--- config.mk ---
export PLATFORM = sky130hd
export DESIGN_NAME = multi_timer
export DESIGN_NICKNAME = d
export VERILOG_FILES = /design/src/rtl/multi_timer.sv
export SDC_FILE = /design/constraint.sdc
export NUM_CORES = 1
export LEC_CHECK = 0
export CAP_MARGIN = 10
export CORE_ASPECT_RATIO = 0.75
export CORE_MARGIN = 4
export CORE_UTILIZATION = 57
export CTS_BUF_LIST = sky130_fd_sc_hd__clkbuf_8 sky130_fd_sc_hd__clkbuf_16
export DETAILED_ROUTE_END_ITERATION = 8
export PLACE_DENSITY = 0.92
export SLEW_MARGIN = 15
export SYNTH_ARGS = -nofsm -noshare
export SYNTH_HDL_FRONTEND = slang
export SYNTH_SLANG_ARGS = --single-unit
--- constraint.sdc ---
create_clock -name clk_i -period 2.5 [get_ports clk_i]
set_input_delay 0.5 -clock clk_i [delete_from_list [all_inputs] [get_ports clk_i]]
set_output_delay 0.5 -clock clk_i [all_outputs]
set_load 0.05 [all_outputs]
--- src/rtl/multi_timer.sv ---
// multi_timer: bank of independent one-shot/periodic timers with sticky pending flags and a masked IRQ
module multi_timer #(
    parameter int NUM_CH = 4,
    parameter int CNT_W  = 32
) (
    input  logic                    clk_i,
    input  logic                    rst_i,
    input  logic [NUM_CH-1:0]       en_i,
    input  logic [NUM_CH-1:0]       periodic_i,
    input  logic [NUM_CH*CNT_W-1:0] timeout_i,
    input  logic [NUM_CH-1:0]       irq_mask_i,
    input  logic [NUM_CH-1:0]       clear_i,
    output logic [NUM_CH-1:0]       busy_o,
    output logic [NUM_CH-1:0]       expire_o,
    output logic [NUM_CH-1:0]       pending_o,
    output logic                    irq_o
);
    typedef enum logic [1:0] {IDLE, RUN, DONE} state_t;
    for (genvar g = 0; g < NUM_CH; g++) begin : g_ch
        state_t           state_q, state_d;
        logic [CNT_W-1:0] cnt_q, tmo_q, tmo_in;
        logic             hit, busy, exp_q, pend_q;
        assign tmo_in = timeout_i[g*CNT_W +: CNT_W];
        // an expiry only counts while still enabled, so dropping en_i suppresses it
        assign hit = en_i[g] && state_q == RUN && cnt_q == tmo_q;
        // next-state: disable wins, zero timeout keeps the channel parked in IDLE
        always_comb begin
            state_d = state_q;
            if (!en_i[g])
                state_d = IDLE;
            else if (state_q == IDLE && tmo_in != '0)
                state_d = RUN;
            else if (hit && !periodic_i[g])
                state_d = DONE;
        end
        // state register
        always_ff @(posedge clk_i) begin
            if (rst_i)
                state_q <= IDLE;
            else
                state_q <= state_d;
        end
        // counter, latched timeout, expiry pulse and sticky pending flag (set beats clear)
        always_ff @(posedge clk_i) begin
            if (rst_i) begin
                cnt_q  <= '0;
                tmo_q  <= '0;
                exp_q  <= 1'b0;
                pend_q <= 1'b0;
            end else begin
                exp_q  <= hit;
                pend_q <= hit || (pend_q && !clear_i[g]);
                if (!en_i[g])
                    cnt_q <= '0;
                else if (state_q == IDLE && tmo_in != '0) begin
                    tmo_q <= tmo_in;
                    cnt_q <= CNT_W'(1);
                end else if (state_q == RUN && !hit)
                    cnt_q <= cnt_q + CNT_W'(1);
                else if (hit && periodic_i[g])
                    cnt_q <= CNT_W'(1);
            end
        end
        // outputs decoded from the state register
        always_comb busy = state_q == RUN;
        assign busy_o[g]    = busy;
        assign expire_o[g]  = exp_q;
        assign pending_o[g] = pend_q;
    end
    assign irq_o = |(pending_o & irq_mask_i);
endmodule

==> impl_metrics.ini, run 1 <==
[sta]
finalCritPeriodShare = 0.9783
worst_slew_margin_rel = 0.6048
final.min_clock_period_ps = 2446
worst_hold_slack_ps = 349.3
hold_viol_final = 0
final_critical_path_setup_slack_ps = 54.14
timing_worst_slew_pin_value_ps = 586.7
clock.fmax_mhz = 408.9
timing.clock.skew_ps = 11.52
report.final.slew_viol_count = 0
grt_setup_unrepaired = no
timing.final.setup_violations = 0

[synth]
synth-edff-count = 0
netlist_area_um2 = 13720
number_of_synthesized_register_bits = 272
syn_area_per_cell_um2 = 8.829
synth.yosys.warnings = 0
ys.flop_type = sky130_fd_sc_hd__dfxtp_1
mappedNetlistNets = 1704
yosysUniqueCellTypes = 69
synth_sequential_area_ratio = 0.3969
synth-async-reset-ratio = 0
netlist_instances = 1554

[global_route]
vias_in_the_first_global_route = 13301
grt_first_pass_wirelength_um = 67210
grt_max_degree = 51
track_usage = 0.3015
grt_antenna_before_repair = 0
grt-ovfl-total = 0

[layout]
syn_to_final_growth_pct = 28.84
final_design_area_no_fill_um2 = 17680
n_antenna_cell = 0
finalNetCount = 2003
layout.cells.most_common_list = 266 x sky130_fd_sc_hd__dfxtp_1, 187 x sky130_fd_sc_hd__buf_4, 180 x sky130_fd_sc_hd__nor2_1, 152 x sky130_fd_sc_hd__clkdlybuf4s50_1, 142 x sky130_fd_sc_hd__mux2i_1
mostFrequentLayoutCell = sky130_fd_sc_hd__dfxtp_1
drive_above_1_share = 0.1503

[floorplan]
fp-row-count = 48
die_height_um = 142.4
initial_util = 0.5873
fp.coreArea_um2 = 23360
top_ports = 159
fp.dieW_um = 187.2
dieArea_um2 = 26640

[power_and_ir_drop]
vdd_drop_max_uv = 487.9
p_per_area_nw_per_um2 = 546.1
p_leak_nw = 7.193
post-layout-total-power_w = 0.009654

[placement]
place.gp.congestion = 1.018
portBuffers = 158
placed_cell_area_um2 = 16780
pre_cts_ws_ps = -577.2
place.detailed.hpwl_um = 31950

[setup_path]
crit_path_start_kind = flip-flop
required_time_at_the_worst_slack_endpoint_ps = 2930
worst-path-max-fanout = 6
endpoint_kind = flip-flop
worst-endpoint-arrival_ps = 2870
path_class = reg -> reg

[routing]
via_count = 13650
drt_first_iter_violations = 1469
finalWirelength_um = 42310
post-route-drc-count = 0
final_antenna_net_count = 0
drt_first_pass_iters = 6
post_drt_via_cell_ratio = 6.293
detail_route.wl_per_cell_um = 19.51

[clock_network]
cts_hold_buffers = 0
cts-resized-gates = 7
cts-root-to-sink-buffers = 3
path_clk_slew_ps = 60
cts.root.buffer_cell = sky130_fd_sc_hd__clkbuf_16
ctsHtreeMaxLevel = 1
clkSinkCount = 272
cts_buffers = 26
cts.repair_timing.setup_buffer_count = 0
clock_tree_from_tritoncts = done
clk_latency_ps = 530

[worst_hold_path]
hold_path_class = in -> reg

[job]
drv_cap = 0

[status]
status = complete, no violations
-- path summary, 6_finish.rpt --
path / slack, ps / end / start / depth (start not counted)
hold / removal: 350 / g_ch[3].tmo_q[22] / rst_i / 2
setup / recovery: 50 / g_ch[0].cnt_q[30] / g_ch[0].cnt_q[28] / 8
hold reg to reg: 500 / g_ch[2].state_q[1] / g_ch[2].state_q[1] / 2
setup reg to reg: 50 / g_ch[0].cnt_q[30] / g_ch[0].cnt_q[28] / 8
-- layer usage --
metal | part of all wire | global-route usage | up-vias
li1 | - | - | 6304
met1 | 0.41 | 0.4000 | 6446
met2 | 0.46 | 0.5055 | 760
met3 | 0.092 | 0.05150 | 140
met4 | 0.035 | 0.09957 | 0
met5 | 0 | 0 | -
-- worst max-delay path, stage by stage (launching register included) --
cell	delay, ps
sky130_fd_sc_hd__dfxtp_1	480
sky130_fd_sc_hd__xor2_1	300
sky130_fd_sc_hd__nor4_1	70
sky130_fd_sc_hd__and3_1	200
sky130_fd_sc_hd__nand3_2	170
sky130_fd_sc_hd__nand2_1	100
sky130_fd_sc_hd__buf_4	160
sky130_fd_sc_hd__or4_1	580
sky130_fd_sc_hd__o31ai_1	290
-- stage by stage --
step	std cells	utilization	setup TNS [ps]
2_1_floorplan	1554	-	0
3_3_place_gp	2125	0.7181	-54650
3_5_place_dp	2125	0.7181	-71950
4_1_cts	2169	0.7534	0
5_1_grt	2169	0.7567	0
6_report	2169	0.7567	0
-- cell usage after synthesis, types with 5 or more instances --
cell type                     n  area share
sky130_fd_sc_hd__a21o_1       8      0.0044
sky130_fd_sc_hd__a21oi_1     23      0.0084
sky130_fd_sc_hd__a22o_1       5      0.0032
sky130_fd_sc_hd__and2_1      11      0.0050
sky130_fd_sc_hd__and3_1      32       0.015
sky130_fd_sc_hd__and4_1      12      0.0077
sky130_fd_sc_hd__buf_2       32       0.012
sky130_fd_sc_hd__buf_4       14      0.0077
sky130_fd_sc_hd__clkbuf_1    30      0.0082
sky130_fd_sc_hd__dfxtp_1    272        0.40
sky130_fd_sc_hd__inv_1       22      0.0060
sky130_fd_sc_hd__mux2_2       5      0.0041
sky130_fd_sc_hd__mux2i_1    142        0.10
sky130_fd_sc_hd__nand2_1    116       0.032
sky130_fd_sc_hd__nand2b_1    16      0.0073
sky130_fd_sc_hd__nand3_1     75       0.027
sky130_fd_sc_hd__nand4_1     73       0.033
sky130_fd_sc_hd__nor2_1     181       0.050
sky130_fd_sc_hd__nor2b_1      5      0.0023
sky130_fd_sc_hd__nor3_1      30       0.011
sky130_fd_sc_hd__nor3b_1      6      0.0033
sky130_fd_sc_hd__nor4_1      68       0.031
sky130_fd_sc_hd__o2111ai_1    5      0.0032
sky130_fd_sc_hd__o211ai_1    25       0.014
sky130_fd_sc_hd__o21a_1       8      0.0044
sky130_fd_sc_hd__o21ai_0     29       0.011
sky130_fd_sc_hd__o21ai_1     14      0.0051
sky130_fd_sc_hd__o311ai_0    15      0.0096
sky130_fd_sc_hd__o311ai_1     5      0.0032
sky130_fd_sc_hd__o31ai_1     24       0.013
sky130_fd_sc_hd__o41ai_1     16       0.010
sky130_fd_sc_hd__or2_2        5      0.0023
sky130_fd_sc_hd__or3_1        9      0.0041
sky130_fd_sc_hd__or4_1       20       0.011
sky130_fd_sc_hd__xnor2_1    101       0.064
sky130_fd_sc_hd__xor2_1      40       0.026
-- layout make-up --
cell class | instances | area [um^2]
Tap cell | 300 | 375.4
Clock inverter | 11 | 43.79
Sequential cell | 272 | 5453
Clock buffer | 33 | 758.2
Fill cell | 1626 | 5684
Multi-Input combinational cell | 1183 | 7910
Inverter | 23 | 86.33
Timing Repair Buffer | 347 | 3052
-- cell families after synthesis --
family	synth area share
XOR/XNOR	0.09001
flip-flops	0.3969
AND/OR/NAND/NOR	0.2646
AO/OA/AOI/OAI	0.1025
adder cells (fa/ha/maj)	0.003648
multiplexers	0.1085
buffers and inverters	0.03383
-- sequential cells by signal, indices dropped and copies added, names as in the netlist --
register / count
g_ch.exp_q: 4
g_ch.pend_q: 4
g_ch.tmo_q: 128
g_ch.cnt_q: 128
g_ch.state_q: 8
-- power by group --
part           internal [W]  leakage (nW)  total, W  switching, W
Sequential          0.00447          2.22   0.00459      0.000121
Clock               0.00211         0.432   0.00375       0.00164
Combinational      0.000686          4.54   0.00131      0.000629
Total               0.00727          7.19   0.00965       0.00239
(Power assumes the default switching activity.)
==> run 2: changes to the inputs <==
--- a/config.mk
+++ b/config.mk
@@ -11,8 +11,10 @@
 export CORE_UTILIZATION = 57
 export CTS_BUF_LIST = sky130_fd_sc_hd__clkbuf_8 sky130_fd_sc_hd__clkbuf_16
 export DETAILED_ROUTE_END_ITERATION = 8
+export HOLD_SLACK_MARGIN = 0.08
 export PLACE_DENSITY = 0.92
 export SLEW_MARGIN = 15
 export SYNTH_ARGS = -nofsm -noshare
 export SYNTH_HDL_FRONTEND = slang
 export SYNTH_SLANG_ARGS = --single-unit
+export TNS_END_PERCENT = 10
==> results of run 2 <==
Final layout, timing and power as in run 1 (identical DEF).
==> run 3: changes to the inputs <==
==> constraint.sdc (replaced) <==
create_clock -name clk_i -period 2.5 [get_ports clk_i]
set_input_delay 0.5 -clock clk_i [delete_from_list [all_inputs] [get_ports clk_i]]
set_output_delay 0.5 -clock clk_i [all_outputs]
set_load 0.01 [all_outputs]
==> run 3 against run 2 <==
  * Largest cell class unchanged
  * Wire length increased by 0.56%
  * Utilization increased by 0.57 points
  * Final area increased by 0.76%
  * Sequential cell count unchanged
  * Critical path depth unchanged
  * Maximum frequency about the same
  * Non-clock buffer count increased by 2
==> impl_metrics.ini, run 3 (synthesis results as in run 1) <==
[routing]
via_count = 13673
drt_first_iter_violations = 1383
final_antenna_net_count = 0
finalWirelength_um = 42550
drt_first_pass_iters = 8
post_drt_via_cell_ratio = 6.281
detail_route.wl_per_cell_um = 19.55
post-route-drc-count = 0

[global_route]
grt_antenna_before_repair = 0
track_usage = 0.3053
grt_max_degree = 50
grt_first_pass_wirelength_um = 68350
vias_in_the_first_global_route = 13432
grt-ovfl-total = 0

[setup_path]
required_time_at_the_worst_slack_endpoint_ps = 2950
worst-endpoint-arrival_ps = 2900
cp_launch_point = g_ch[0].cnt_q[9]
endpoint_kind = flip-flop
path_class = reg -> reg
critical_path.reg2reg.startpoint = g_ch[0].cnt_q[9]
crit_path_start_kind = flip-flop
worst-path-max-fanout = 7

[clock_network]
ctsHtreeMaxLevel = 1
cts.root.buffer_cell = sky130_fd_sc_hd__clkbuf_16
clock_tree_from_tritoncts = done
cts.repair_timing.setup_buffer_count = 0
clkSinkCount = 272
clk_latency_ps = 540
cts_buffers = 27
cts-root-to-sink-buffers = 3
path_clk_slew_ps = 70

[sta]
grt_setup_unrepaired = yes
fin_setup_tns_ps = 0
timing_worst_slew_pin_value_ps = 981.8
report.final.slew_viol_count = 0
timing.final.setup_violations = 0
clock.fmax_mhz = 408.5
hold_viol_final = 0
worst_slew_margin_rel = 0.3431
timing.clock.skew_ps = 12.66
final.min_clock_period_ps = 2448
finalCritPeriodShare = 0.9792

[placement]
placed_cell_area_um2 = 16780
place.detailed.hpwl_um = 31890
portBuffers = 158
place.gp.congestion = 1.026

[layout]
final_util = 0.7624
layout.cells.most_common_list = 272 x sky130_fd_sc_hd__dfxtp_1, 187 x sky130_fd_sc_hd__buf_4, 181 x sky130_fd_sc_hd__nor2_1, 156 x sky130_fd_sc_hd__clkdlybuf4s50_1, 142 x sky130_fd_sc_hd__mux2i_1
syn_to_final_growth_pct = 29.82
final_design_area_no_fill_um2 = 17810
mostFrequentLayoutCell = sky130_fd_sc_hd__dfxtp_1
reg_top3 = g_ch.cnt_q: 128 flops, g_ch.tmo_q: 128 flops, g_ch.state_q: 8 flops
finalNetCount = 2006
drive_above_1_share = 0.1524
n_antenna_cell = 0

[floorplan]
fp-row-count = 48
top_ports = 159
fp.dieW_um = 187.2
initial_util = 0.5873
die_height_um = 142.4
dieArea_um2 = 26640
fp.coreArea_um2 = 23360

[job]
drv_cap = 0

[power_and_ir_drop]
vdd_drop_max_uv = 582.9
p_per_area_nw_per_um2 = 571.5
p_leak_nw = 7.245

[status]
status = complete, no violations

[worst_hold_path]
timing.hold.worst.start = rst_i
hold_path_class = in -> reg
[run 3: cell type report]
class                      instances  area [um^2]
inverter                          23        86.33
timing repair buffer             349         3069
tap                              300        375.4
fill                            1559         5550
clock buffer                      35        785.8
multi-input combinational       1183         7890
sequential                       272         5445
clock inverter                    15        160.2
[run 3: power by group]
group | switching [W] | internal, W | total [W]
clock network | 0.00176 | 0.00252 | 0.00429
logic | 0.000612 | 0.000686 | 0.00130
registers | 0.000122 | 0.00447 | 0.00459
total | 0.00250 | 0.00768 | 0.0102
[run 3: per-layer routing]
metal | wire [um] | GRT usage | vias up
li1 | - | - | 6329
met3 | 3621 | 0.05002 | 116
met1 | 18220 | 0.4132 | 6495
met2 | 19620 | 0.5132 | 733
met5 | 0 | 0 | -
met4 | 1085 | 0.08129 | 0
[run 3: what timing repair did]
item,4_1_cts,5_1_grt
resized for setup,3,12
hold buffers,0,0
setup endpoints to repair,62,29
pin swaps,1,2
[run 3: final timing paths]
check,to,slack (ps),cells after the start
setup / recovery,g_ch[0].cnt_q[28],50,8
hold / removal,g_ch[3].tmo_q[28],340,2
setup reg to reg,g_ch[0].cnt_q[28],50,8
hold reg to reg,g_ch[1].state_q[1],490,1
[run 3: worst max-delay path: stages (launching register included)]
cell and delay [ps]:
sky130_fd_sc_hd__dfxtp_1 520, sky130_fd_sc_hd__xor2_1 260, sky130_fd_sc_hd__nor4_1 100, sky130_fd_sc_hd__and4_1 210, sky130_fd_sc_hd__nand3_2 150, sky130_fd_sc_hd__nand2_1 100
sky130_fd_sc_hd__buf_4 160, sky130_fd_sc_hd__or4_1 580, sky130_fd_sc_hd__o31ai_1 280
[run 3: through the flow]
stage          cells  setup slack (ps)  hold WS (ps)  power [W]
6_report        2177             51.94         342.7    0.01018
5_1_grt         2177            -26.00         326.7    0.01051
4_1_cts         2177             34.26         330.4    0.01019
3_5_place_dp    2127            -895.2         478.4   0.005940
3_3_place_gp    2127            -827.4         466.1   0.005897
2_1_floorplan   1554             337.0         435.3   0.005291
